--- src/rtl/data_bus_rr_arbiter_pkg.sv ---
// Shared types and default address map for the SoC data-bus arbiter.
// Latency: n/a (types/constants only).
// Backpressure: n/a. Provides the slave index enum, default base/mask tables and idx_width().
package data_bus_rr_arbiter_pkg;

  localparam int DB_MAX_MASTERS = 8;
  localparam int DB_MAX_SLAVES  = 16;
  localparam int DB_NUM_SLAVES  = 8;

  // Index width with a floor of 1 so single-master builds still get a legal vector.
  function automatic int idx_width(input int n);
    return (n > 1) ? $clog2(n) : 1;
  endfunction

  typedef enum logic [3:0] {
    SLV_BOOT_ROM = 4'd0,
    SLV_DATA_RAM = 4'd1,
    SLV_VRAM     = 4'd2,
    SLV_UART     = 4'd3,
    SLV_GPIO     = 4'd4,
    SLV_TIMER    = 4'd5,
    SLV_SPI      = 4'd6,
    SLV_PIXEL    = 4'd7
  } data_bus_slave_idx_t;

  // Per-peripheral address spaces.
  localparam logic [31:0] BOOT_ROM_BASE = 32'h0000_0000;
  localparam logic [31:0] BOOT_ROM_MASK = 32'hFFFF_0000;
  localparam logic [31:0] DATA_RAM_BASE = 32'h1000_0000;
  localparam logic [31:0] DATA_RAM_MASK = 32'hFFFF_0000;
  localparam logic [31:0] VRAM_BASE     = 32'h2000_0000;
  localparam logic [31:0] VRAM_MASK     = 32'hFFF0_0000;
  localparam logic [31:0] UART_BASE     = 32'h4000_0000;
  localparam logic [31:0] UART_MASK     = 32'hFFFF_F000;
  localparam logic [31:0] GPIO_BASE     = 32'h4000_1000;
  localparam logic [31:0] GPIO_MASK     = 32'hFFFF_F000;
  localparam logic [31:0] TIMER_BASE    = 32'h4000_2000;
  localparam logic [31:0] TIMER_MASK    = 32'hFFFF_F000;
  localparam logic [31:0] SPI_BASE      = 32'h4000_3000;
  localparam logic [31:0] SPI_MASK      = 32'hFFFF_F000;
  localparam logic [31:0] PIXEL_BASE    = 32'h5000_0000;
  localparam logic [31:0] PIXEL_MASK    = 32'hFFFF_0000;

  // Concatenation runs from the highest slave index down to index 0.
  localparam logic [DB_NUM_SLAVES-1:0][31:0] DEFAULT_SLAVE_BASE = {
    PIXEL_BASE, SPI_BASE, TIMER_BASE, GPIO_BASE,
    UART_BASE, VRAM_BASE, DATA_RAM_BASE, BOOT_ROM_BASE
  };
  localparam logic [DB_NUM_SLAVES-1:0][31:0] DEFAULT_SLAVE_MASK = {
    PIXEL_MASK, SPI_MASK, TIMER_MASK, GPIO_MASK,
    UART_MASK, VRAM_MASK, DATA_RAM_MASK, BOOT_ROM_MASK
  };

  // Mux-steering state bundled for SoC top-level wiring; sized for the largest build.
  typedef struct packed {
    logic [2:0]  sel_master;
    logic [2:0]  rsp_master;
    logic [15:0] rsp_slave;
  } data_bus_rr_state_t;

endpackage

--- src/rtl/data_bus_rr_arbiter_if.sv ---
// Data-bus bundle between masters, slaves and the round-robin arbiter.
// Latency: n/a (wiring only).
// Backpressure: s_gnt from slaves gates m_gnt. Modport master = requesters/slaves side, slave = arbiter side.
interface data_bus_rr_arbiter_if
  import data_bus_rr_arbiter_pkg::*;
#(
  parameter int NUM_MASTERS = 2,
  parameter int NUM_SLAVES  = 8
);
  localparam int IDX_W = idx_width(NUM_MASTERS);

  logic [NUM_MASTERS-1:0]       m_req;
  logic [NUM_MASTERS-1:0][31:0] m_addr;
  logic [NUM_MASTERS-1:0]       m_gnt;
  logic [NUM_MASTERS-1:0]       m_rvalid;
  logic [NUM_MASTERS-1:0]       m_err;
  logic [NUM_SLAVES-1:0]        s_gnt;
  logic [NUM_SLAVES-1:0]        s_req;
  logic [IDX_W-1:0]             sel_master;
  logic [IDX_W-1:0]             rsp_master;
  logic [NUM_SLAVES-1:0]        rsp_slave;

  // Environment view: masters drive requests, slaves drive readiness.
  modport master (
    output m_req, m_addr, s_gnt,
    input  m_gnt, m_rvalid, m_err, s_req, sel_master, rsp_master, rsp_slave
  );

  // Arbiter view.
  modport slave (
    input  m_req, m_addr, s_gnt,
    output m_gnt, m_rvalid, m_err, s_req, sel_master, rsp_master, rsp_slave
  );
endinterface

--- src/rtl/data_bus_rr_arbiter_rr_priority_picker.sv ---
// Round-robin priority picker: first set request at or after ptr, wrapping.
// Latency: combinational.
// Backpressure: none; caller decides whether the pick is accepted.
// Ports: req (request vector), ptr (start index, < NUM_MASTERS), any, win_oh (one-hot), win_idx.
module rr_priority_picker
  import data_bus_rr_arbiter_pkg::*;
#(
  parameter int NUM_MASTERS = 2,
  localparam int IDX_W = idx_width(NUM_MASTERS)
) (
  input  logic [NUM_MASTERS-1:0] req,
  input  logic [IDX_W-1:0]       ptr,
  output logic                   any,
  output logic [NUM_MASTERS-1:0] win_oh,
  output logic [IDX_W-1:0]       win_idx
);

  logic [IDX_W:0] cand;

  always_comb begin
    any     = 1'b0;
    win_idx = '0;
    cand    = '0;
    for (int off = 0; off < NUM_MASTERS; off++) begin
      // One extra bit so ptr + off cannot overflow before the modulo wrap.
      cand = {1'b0, ptr} + (IDX_W+1)'(off);
      if (cand >= (IDX_W+1)'(NUM_MASTERS)) begin
        cand = cand - (IDX_W+1)'(NUM_MASTERS);
      end
      if (!any && req[cand[IDX_W-1:0]]) begin
        any     = 1'b1;
        win_idx = cand[IDX_W-1:0];
      end
    end
    win_oh = any ? (NUM_MASTERS'(1) << win_idx) : '0;
  end

endmodule

--- src/rtl/data_bus_rr_arbiter.sv ---
// Round-robin data-bus arbiter with base/mask address decode and internal decode-error responder.
// Latency: grant/select combinational; response (m_rvalid, rsp_master, rsp_slave, m_err) one cycle after accept.
// Backpressure: a stalled slave (s_gnt low) withholds m_gnt and freezes the pointer; decode errors accept at once.
// Ports: clk, rst_n (async active-low), bus (slave modport: requests, grants, selects, response steering),
//        err_count (saturating decode-error count).
module data_bus_rr_arbiter
  import data_bus_rr_arbiter_pkg::*;
#(
  parameter int NUM_MASTERS = 2,
  parameter int NUM_SLAVES  = 8,
  parameter logic [NUM_SLAVES-1:0][31:0] SLAVE_BASE = DEFAULT_SLAVE_BASE,
  parameter logic [NUM_SLAVES-1:0][31:0] SLAVE_MASK = DEFAULT_SLAVE_MASK,
  parameter int ERR_CNT_W   = 16
) (
  input  logic                 clk,
  input  logic                 rst_n,
  data_bus_rr_arbiter_if.slave bus,
  output logic [ERR_CNT_W-1:0] err_count
);

  localparam int IDX_W = idx_width(NUM_MASTERS);

  logic [IDX_W-1:0]       rr_ptr;
  logic                   any;
  logic [NUM_MASTERS-1:0] win_oh;
  logic [IDX_W-1:0]       win_idx;
  logic [IDX_W-1:0]       ptr_next;
  logic [31:0]            win_addr;
  logic                   hit;
  logic [NUM_SLAVES-1:0]  hit_oh;
  logic                   accept;
  logic                   dec_err;

  logic [NUM_MASTERS-1:0] rvalid_q;
  logic [NUM_MASTERS-1:0] err_q;
  logic [IDX_W-1:0]       rsp_master_q;
  logic [NUM_SLAVES-1:0]  rsp_slave_q;
  logic [ERR_CNT_W-1:0]   err_count_q;

  rr_priority_picker #(
    .NUM_MASTERS (NUM_MASTERS)
  ) u_picker (
    .req     (bus.m_req),
    .ptr     (rr_ptr),
    .any     (any),
    .win_oh  (win_oh),
    .win_idx (win_idx)
  );

  assign win_addr = bus.m_addr[win_idx];

  // Ascending scan with a found flag: overlapping windows resolve to the lowest index.
  always_comb begin
    hit    = 1'b0;
    hit_oh = '0;
    for (int s = 0; s < NUM_SLAVES; s++) begin
      if (!hit && ((win_addr & SLAVE_MASK[s]) == SLAVE_BASE[s])) begin
        hit       = 1'b1;
        hit_oh[s] = 1'b1;
      end
    end
  end

  // Unmapped addresses are answered internally, so they never wait on a slave.
  assign dec_err = any && !hit;
  assign accept  = dec_err || (any && |(hit_oh & bus.s_gnt));

  assign ptr_next = (win_idx == IDX_W'(NUM_MASTERS - 1)) ? '0 : win_idx + 1'b1;

  assign bus.m_gnt      = accept ? win_oh : '0;
  assign bus.s_req      = (any && hit) ? hit_oh : '0;
  assign bus.sel_master = any ? win_idx : rr_ptr;

  always_ff @(posedge clk or negedge rst_n) begin
    if (!rst_n) begin
      rr_ptr       <= '0;
      rvalid_q     <= '0;
      err_q        <= '0;
      rsp_master_q <= '0;
      rsp_slave_q  <= '0;
      err_count_q  <= '0;
    end else begin
      rvalid_q    <= accept ? win_oh : '0;
      err_q       <= dec_err ? win_oh : '0;
      rsp_slave_q <= (accept && hit) ? hit_oh : '0;
      if (accept) begin
        rr_ptr       <= ptr_next;
        rsp_master_q <= win_idx;
      end
      if (dec_err && (err_count_q != '1)) begin
        err_count_q <= err_count_q + 1'b1;
      end
    end
  end

  assign bus.m_rvalid   = rvalid_q;
  assign bus.m_err      = err_q;
  assign bus.rsp_master = rsp_master_q;
  assign bus.rsp_slave  = rsp_slave_q;
  assign err_count      = err_count_q;

endmodule
--- src/flat_wrapper.sv ---
// flat-port wrapper written by rule: the top's interface ports become plain ports
module data_bus_rr_arbiter_flat import data_bus_rr_arbiter_pkg::*;
#(
  parameter int NUM_MASTERS = 2,
  parameter int NUM_SLAVES  = 8,
  parameter logic [NUM_SLAVES-1:0][31:0] SLAVE_BASE = DEFAULT_SLAVE_BASE,
  parameter logic [NUM_SLAVES-1:0][31:0] SLAVE_MASK = DEFAULT_SLAVE_MASK,
  parameter int ERR_CNT_W   = 16
)
  (clk, rst_n, err_count, bus_m_req, bus_m_addr, bus_s_gnt, bus_m_gnt, bus_m_rvalid, bus_m_err, bus_s_req, bus_sel_master, bus_rsp_master, bus_rsp_slave);
  data_bus_rr_arbiter_if #(.NUM_MASTERS(NUM_MASTERS), .NUM_SLAVES(NUM_SLAVES)) bus_i ();
  input  logic clk;
  input  logic rst_n;
  output logic [ERR_CNT_W-1:0] err_count;
  input wire logic [$bits(bus_i.m_req)-1:0] bus_m_req;
  input wire logic [$bits(bus_i.m_addr)-1:0] bus_m_addr;
  input wire logic [$bits(bus_i.s_gnt)-1:0] bus_s_gnt;
  output wire logic [$bits(bus_i.m_gnt)-1:0] bus_m_gnt;
  output wire logic [$bits(bus_i.m_rvalid)-1:0] bus_m_rvalid;
  output wire logic [$bits(bus_i.m_err)-1:0] bus_m_err;
  output wire logic [$bits(bus_i.s_req)-1:0] bus_s_req;
  output wire logic [$bits(bus_i.sel_master)-1:0] bus_sel_master;
  output wire logic [$bits(bus_i.rsp_master)-1:0] bus_rsp_master;
  output wire logic [$bits(bus_i.rsp_slave)-1:0] bus_rsp_slave;
  assign bus_i.m_req = bus_m_req;
  assign bus_i.m_addr = bus_m_addr;
  assign bus_i.s_gnt = bus_s_gnt;
  assign bus_m_gnt = bus_i.m_gnt;
  assign bus_m_rvalid = bus_i.m_rvalid;
  assign bus_m_err = bus_i.m_err;
  assign bus_s_req = bus_i.s_req;
  assign bus_sel_master = bus_i.sel_master;
  assign bus_rsp_master = bus_i.rsp_master;
  assign bus_rsp_slave = bus_i.rsp_slave;
  data_bus_rr_arbiter #(.NUM_MASTERS(NUM_MASTERS), .NUM_SLAVES(NUM_SLAVES), .SLAVE_BASE(SLAVE_BASE), .SLAVE_MASK(SLAVE_MASK), .ERR_CNT_W(ERR_CNT_W)) u_core (.clk(clk), .rst_n(rst_n), .bus(bus_i), .err_count(err_count));
endmodule
--- config.mk ---
export PLATFORM = sky130hd
export DESIGN_NAME = data_bus_rr_arbiter_flat
export DESIGN_NICKNAME = d
export VERILOG_FILES = /design/src/rtl/data_bus_rr_arbiter_pkg.sv /design/src/rtl/data_bus_rr_arbiter_if.sv /design/src/rtl/data_bus_rr_arbiter_rr_priority_picker.sv /design/src/rtl/data_bus_rr_arbiter.sv /design/src/flat_wrapper.sv
export SDC_FILE = /design/constraint.sdc
export NUM_CORES = 1
export LEC_CHECK = 0
export CORE_MARGIN = 2
export CORE_UTILIZATION = 32
export DETAILED_ROUTE_END_ITERATION = 10
export PLACE_DENSITY_LB_ADDON = 0.12
export SYNTH_ARGS = -nofsm -noshare
export SYNTH_HDL_FRONTEND = slang
export SYNTH_SLANG_ARGS = --single-unit
--- constraint.sdc ---
create_clock -name clk -period 2.6 [get_ports clk]
set_input_delay 0.52 -clock clk [delete_from_list [all_inputs] [get_ports clk]]
set_output_delay 0.52 -clock clk [all_outputs]
set_load 0.1 [all_outputs]
# After elaboration in Yosys (flattened, before gate mapping)

Index checks and enable logic that the tools add are counted.
W data, S select, Z words.

Flip-flop bits (word level): 30
Input port bits: 76
Output and inout bits: 40
Logic and storage cells: 85

Add/subtract/negate cells: 5
Order comparisons: 5
Eq/ne operators: 8
Shift-type cells: 1
Multiplexer cells: 34
Bitwise logic cells: 1
Reduce and logical (&&, ||, !) cells: 25

Operator list:

| kind                    | count |
|---|---|
| $eq A20 B19 Y1 const B  | 4 |
| $mux W32                | 2 |
| $logic_not A32 Y1       | 1 |
| $mux W1                 | 27 |
| $add A16 B1 Y16 const B | 1 |
| $eq A16 B13 Y1 const B  | 1 |
| $eq A16 B15 Y1 const B  | 1 |
| $mux W8                 | 2 |
| $ne A16 B16 Y1 const B  | 1 |
| $logic_and A1 B1 Y1     | 13 |
| $eq A12 B10 Y1 const B  | 1 |
| $logic_not A1 Y1        | 9 |
| $and A8 B8 Y8           | 1 |
| $reduce_or A8 Y1        | 1 |
| $lt A1 B2 Y1 const B    | 3 |
| $mux W2                 | 3 |
| $add A1 B1 Y2 const B   | 1 |
| $ge A1 B2 Y1 const B    | 1 |
| $ge A2 B2 Y1 const B    | 1 |
| $shl A1 B1 Y2 const A   | 1 |
| $sub A1 B1 Y1 const B   | 2 |
| $add A1 B1 Y1 const B   | 1 |
| $logic_or A1 B1 Y1      | 1 |

# Longest topological paths before layout

Word-level depth: 39
Depth in mapped cells: 9
Mapped depth without buffers: 7

# Hierarchy

From an unflattened synthesis, not the netlist that was laid out.

Cells, all modules: 175
Area, all modules: 1788.0 um2

Modules (own cells, without submodules):

| module              | instances | cells each | area each (um2) | sequential area each (um2) |
|---|---|---|---|---|
| data_bus_rr_arbiter | 1         | 170        | 1755.4          | 750.7 |
| rr_priority_picker  | 1         | 5          | 32.5            | 0.0 |

# Worst setup path after synthesis

Ideal clock, no wire load.

Kind: input -> output
Start: in bus_m_addr[48]
End: out bus_m_gnt[0]
Arrival time: 4177 ps
Required time: 2080 ps
Path slack: -2097 ps
Stages on the path: 8
Path buffers: 1
Path through: or4_1 -> nor2_1 -> a32o_1 -> a32o_1 -> a221oi_1 -> and2_0 -> buf_2 -> nor3_1

Cells in the longest elaborated chain, start to end: 30
Elaborated cells between the ends (all ways): 45
Those cells by class: 6 x eq/ne; 18 x mux; 1 x bitwise; 20 x reduce/logical

Ends and longest elaborated chain:

| item                                             | RTL line                  | text |
|---|---|---|
| start: declaration                               | flat_wrapper.sv:16        | `input wire logic [$bits(bus_i.m_addr)-1:0] bus_m_addr;` |
| $mux W32 (implied by the code) (*) (2 in series) | data_bus_rr_arbiter.sv:50 | `assign win_addr = bus.m_addr[win_idx];` |
| $logic_not A32 Y1                                | data_bus_rr_arbiter.sv:57 | `if (!hit && ((win_addr & SLAVE_MASK[s]) == SLAVE_BASE[s])) begin` |
| $mux W1                                          | data_bus_rr_arbiter.sv:57 |  |
| $logic_not A1 Y1                                 | data_bus_rr_arbiter.sv:57 |  |
| $logic_and A1 B1 Y1                              | data_bus_rr_arbiter.sv:57 |  |
| $mux W1                                          | data_bus_rr_arbiter.sv:57 |  |
| $logic_not A1 Y1                                 | data_bus_rr_arbiter.sv:57 |  |
| $logic_and A1 B1 Y1                              | data_bus_rr_arbiter.sv:57 |  |
| [13 not listed]                                  | --                        |  |
| $logic_not A1 Y1                                 | data_bus_rr_arbiter.sv:57 |  |
| $logic_and A1 B1 Y1                              | data_bus_rr_arbiter.sv:57 |  |
| $mux W1                                          | data_bus_rr_arbiter.sv:57 |  |
| $and A8 B8 Y8                                    | data_bus_rr_arbiter.sv:66 | `assign accept = dec_err \|\| (any && \|(hit_oh & bus.s_gnt));` |
| $reduce_or A8 Y1                                 | data_bus_rr_arbiter.sv:66 |  |
| $logic_and A1 B1 Y1                              | data_bus_rr_arbiter.sv:66 |  |
| $logic_or A1 B1 Y1 (*)                           | data_bus_rr_arbiter.sv:66 |  |
| $mux W2 (*)                                      | data_bus_rr_arbiter.sv:70 | `assign bus.m_gnt = accept ? win_oh : '0;` |
| end: declaration                                 | flat_wrapper.sv:18        | `output wire logic [$bits(bus_i.m_gnt)-1:0] bus_m_gnt;` |

Mark *: on every way between the ends. The rest lies on a longest branch, timed or not. The select of a mux whose other input is x is not followed.

# Worst setup path after layout

Ends and elaborated chain as after synthesis.

==> flow_summary.ini <==
[drt]
drt_iter0_drc = 56
viasPerCell = 4.84
dr.pass1.iters = 4
routed_wl_um = 5060
dr_total_vias = 1889
ant_nets = 0
routedWlPerCell_um = 13.0
drc = 0

[die]
ios = 116
die-area_mm2 = 0.00593
rows = 26
die_h_um = 77.0
initial_core_util = 0.334
die_x_um = 77.0
core_area_mm2 = 0.00511

[yosys]
synth_top_area_cell = dfrtp_1
synth_nets = 253
synth_ff_type = dfrtp_1
synth.distinct_cells = 48
synth_area_leaders = dfrtp_1 44%, xnor2_1 6.2%, nor2_1 3.7%, a32o_1 3.5%, nor3_1 2.9%
avgSynthCellArea_um2 = 9.68
netlist_area_mm2 = 0.00170
synth_warnings = 0
synth-seq-area-share = 0.441
synth_top_area_frac = 0.441
async_reset_ff_frac = 1.00
syn_inst = 176
ys_ff_latch = 30
synth_edf_count = 0

[power_and_ir_drop]
power_uw = 2040
power_density_mw_per_mm2 = 618
pwr-share-clk = 0.186
ir_worst_vdd_mv = 0.620
p_leak_uw = 0.00156
power_switching_uw = 979
switching_share = 0.480
p_comb_frac = 0.508
power_frac_seq = 0.306
p_int_uw = 1060

[clocking]
clkTransAtPathRegs_ps = 60
clk_latency_ps = 280
clock_sinks = 30
cts_buffers = 5
clock_path_buffers = 2
h-tree-depth = 2
root_buffer = clkbuf_8
cts_tree = done

[sta]
finalHoldViolCount = 0
rsz0062_at_grt = true
hold_ws_ps = 487
skew_ps = 2.87
maxSlewHeadroom = 0.755
max_freq_mhz = 349
maxSlewViolCount = 0
post-route-period-util = 1.10
tightest_slew_ps = 367
setup_viol = 10
min_period_ps = 2870
timing.final.ws_setup_ps = -266

[setup_path]
critPathBufInv = 2
criticalPathCategory = in2out
crit_arrival_ps = 2350
crit_path_max_fanout = 3
critPathTopFamily = simple AND/OR/NAND/NOR gates
cpPeakStageDelay_ps = 540
r2r-end = u_core.err_count[5]
endpoint_kind = output pin
r2r_slack_ps = 270
r2r_start = u_core.rr_ptr
reg2regPathDepth = 9
crit_required_ps = 2080
cp-start-kind = input pin
crit_path_frequent_cell = a32o_2
worstPathCellList = buf_6 > or4_4 > nor2_4 > a32o_2 > a32o_2 > a221oi_4 > and2_4 > nor3_4 > buf_12
crit_slowest_cell = or4_4

[min_path]
hold_start = u_core.err_count[7]
worstHoldPathCells = 1
hold_class = reg2reg
min_to = u_core.err_count[7]

[final_layout]
final_cell_mix = 76 x buf_4, 30 x dfrtp_1, 23 x dlygate4sd2_1, 14 x clkdlybuf4s50_1
nFillCells = 455
area.growth.synth_to_final_pct = 93.9
drive_above_1_share = 0.447
mostFrequentLayoutCell = buf_4
antenna_cells = 0
layout.nets = 396

[global_routing]
grt_pass1_vias = 1977
grt_util_met3 = 0.0341
grt_pass1_wl_um = 8750
grt_start_max_net_pins = 31
busiest_layer = met2
grt-ovfl-total = 0
antenna_found_initial = 0
grtUsageMet1 = 0.211
track_usage = 0.181
grtUsageMet2 = 0.332

[placement]
port_buffers = 91
routabilityCongestion = 0.788
dp_hpwl_um = 4040

[outcome]
violations = negative setup slack
outcome = finished with violations

[flow_run]
drv_cap = 0
## how the worst max path moves through the flow
stage                    from           end  slack [ps]  cells past startpoint
6_report       bus_m_addr[48]  bus_m_gnt[0]        -270                      9
5_1_grt         u_core.rr_ptr  bus_m_gnt[0]        -380                      8
4_1_cts        bus_m_addr[48]  bus_m_gnt[0]        -270                      9
3_5_place_dp     bus_m_req[1]  bus_m_gnt[0]        -740                      9
3_3_place_gp   bus_m_addr[16]  bus_m_gnt[0]        -670                      9
2_1_floorplan  bus_m_addr[51]  bus_m_gnt[0]        -680                      8
## synth_stat cells (all sizes together), types with 2 or more instances
library cell and count:
or4 2, xnor2 12, a211oi 2, o21a 2, inv 5, nor3 11, dfrtp 30, nand2 8
nand2b 6, o21ai 5, nand3 9, xor2 3, clkbuf 2, and2 3, nor4 4, o22ai 2
nor2 18, mux2i 3, a21oi 7, a32o 6, nand4 6, nor2b 4, and3 8, buf 3
## cell families (layout without fill, tap and decap cells)
logic type,after synthesis,in the layout,synth area share
flip-flops,30,30,0.441
multiplexers,4,4,0.0242
buffers and inverters,10,154,0.0294
AO/OA/AOI/OAI,31,31,0.131
XOR/XNOR,15,15,0.0771
adder cells (fa/ha/maj),1,1,0.00734
AND/OR/NAND/NOR,85,85,0.291
## final cells by class
type / count / area [um2] / share of cell area
Multi-Input combinational cell: 136 / 1070 / 0.324
Timing Repair Buffer: 141 / 1290 / 0.389
Clock buffer: 7 / 86.3 / 0.0261
Clock inverter: 1 / 5.00 / 0.00151
Tap cell: 70 / 87.6 / 0.0265
Inverter: 5 / 18.8 / 0.00568
Sequential cell: 30 / 751 / 0.227
## worst reg2reg max path, cell delays in order (launching register included)
cell     delay [ps]
dfrtp_1         410
and2b_4         310
nor2_4           60
a32o_2          260
o31a_1          310
buf_4           180
nor4_4          260
buf_4           190
nand3_1         100
xnor2_1         130
## metal layers
layer  part of all wire  vias up
li1                   -      939
met1               0.42      875
met2               0.52       69
met3              0.053        6
met4              0.012        0
met5                  0        -
## power by group through the flow
stage / combinational, uW / sequential [uW] / clock (uW)
floorplan: 244 / 1090 / 0
global placement: 1030 / 630 / 0
detailed placement: 1040 / 632 / 0
CTS: 1040 / 625 / 391
global route: 1090 / 640 / 409
finish: 1040 / 624 / 380
## metrics by stage
stage	setup TNS, ps	setup WS (ps)	cell area, um2	std cells	util
after floorplan	-2190	-676	1790	176	-
after global placement	-9610	-671	3130	376	0.613
after global routing	-2010	-377	3300	390	0.647
final	-905	-266	3300	390	0.647
after detailed placement	-10870	-736	3130	376	0.613
after CTS	-677	-270	3270	388	0.641
## registers in the layout, summed over array words and instances (netlist names)
register and cells:
u_core.err_count 16, u_core.bus.rsp_slave 8, u_core.bus.m_err 2, u_core.bus.m_rvalid 2, u_core.bus.rsp_master 1, u_core.rr_ptr 1
## timing repair
action,in CTS,in global routing
hold buffers,0,0
pin swaps,23,7
gates resized for setup,84,4
endpoints found under the setup margin,24,10
setup buffers,4,2
(Power assumes the default switching activity.)
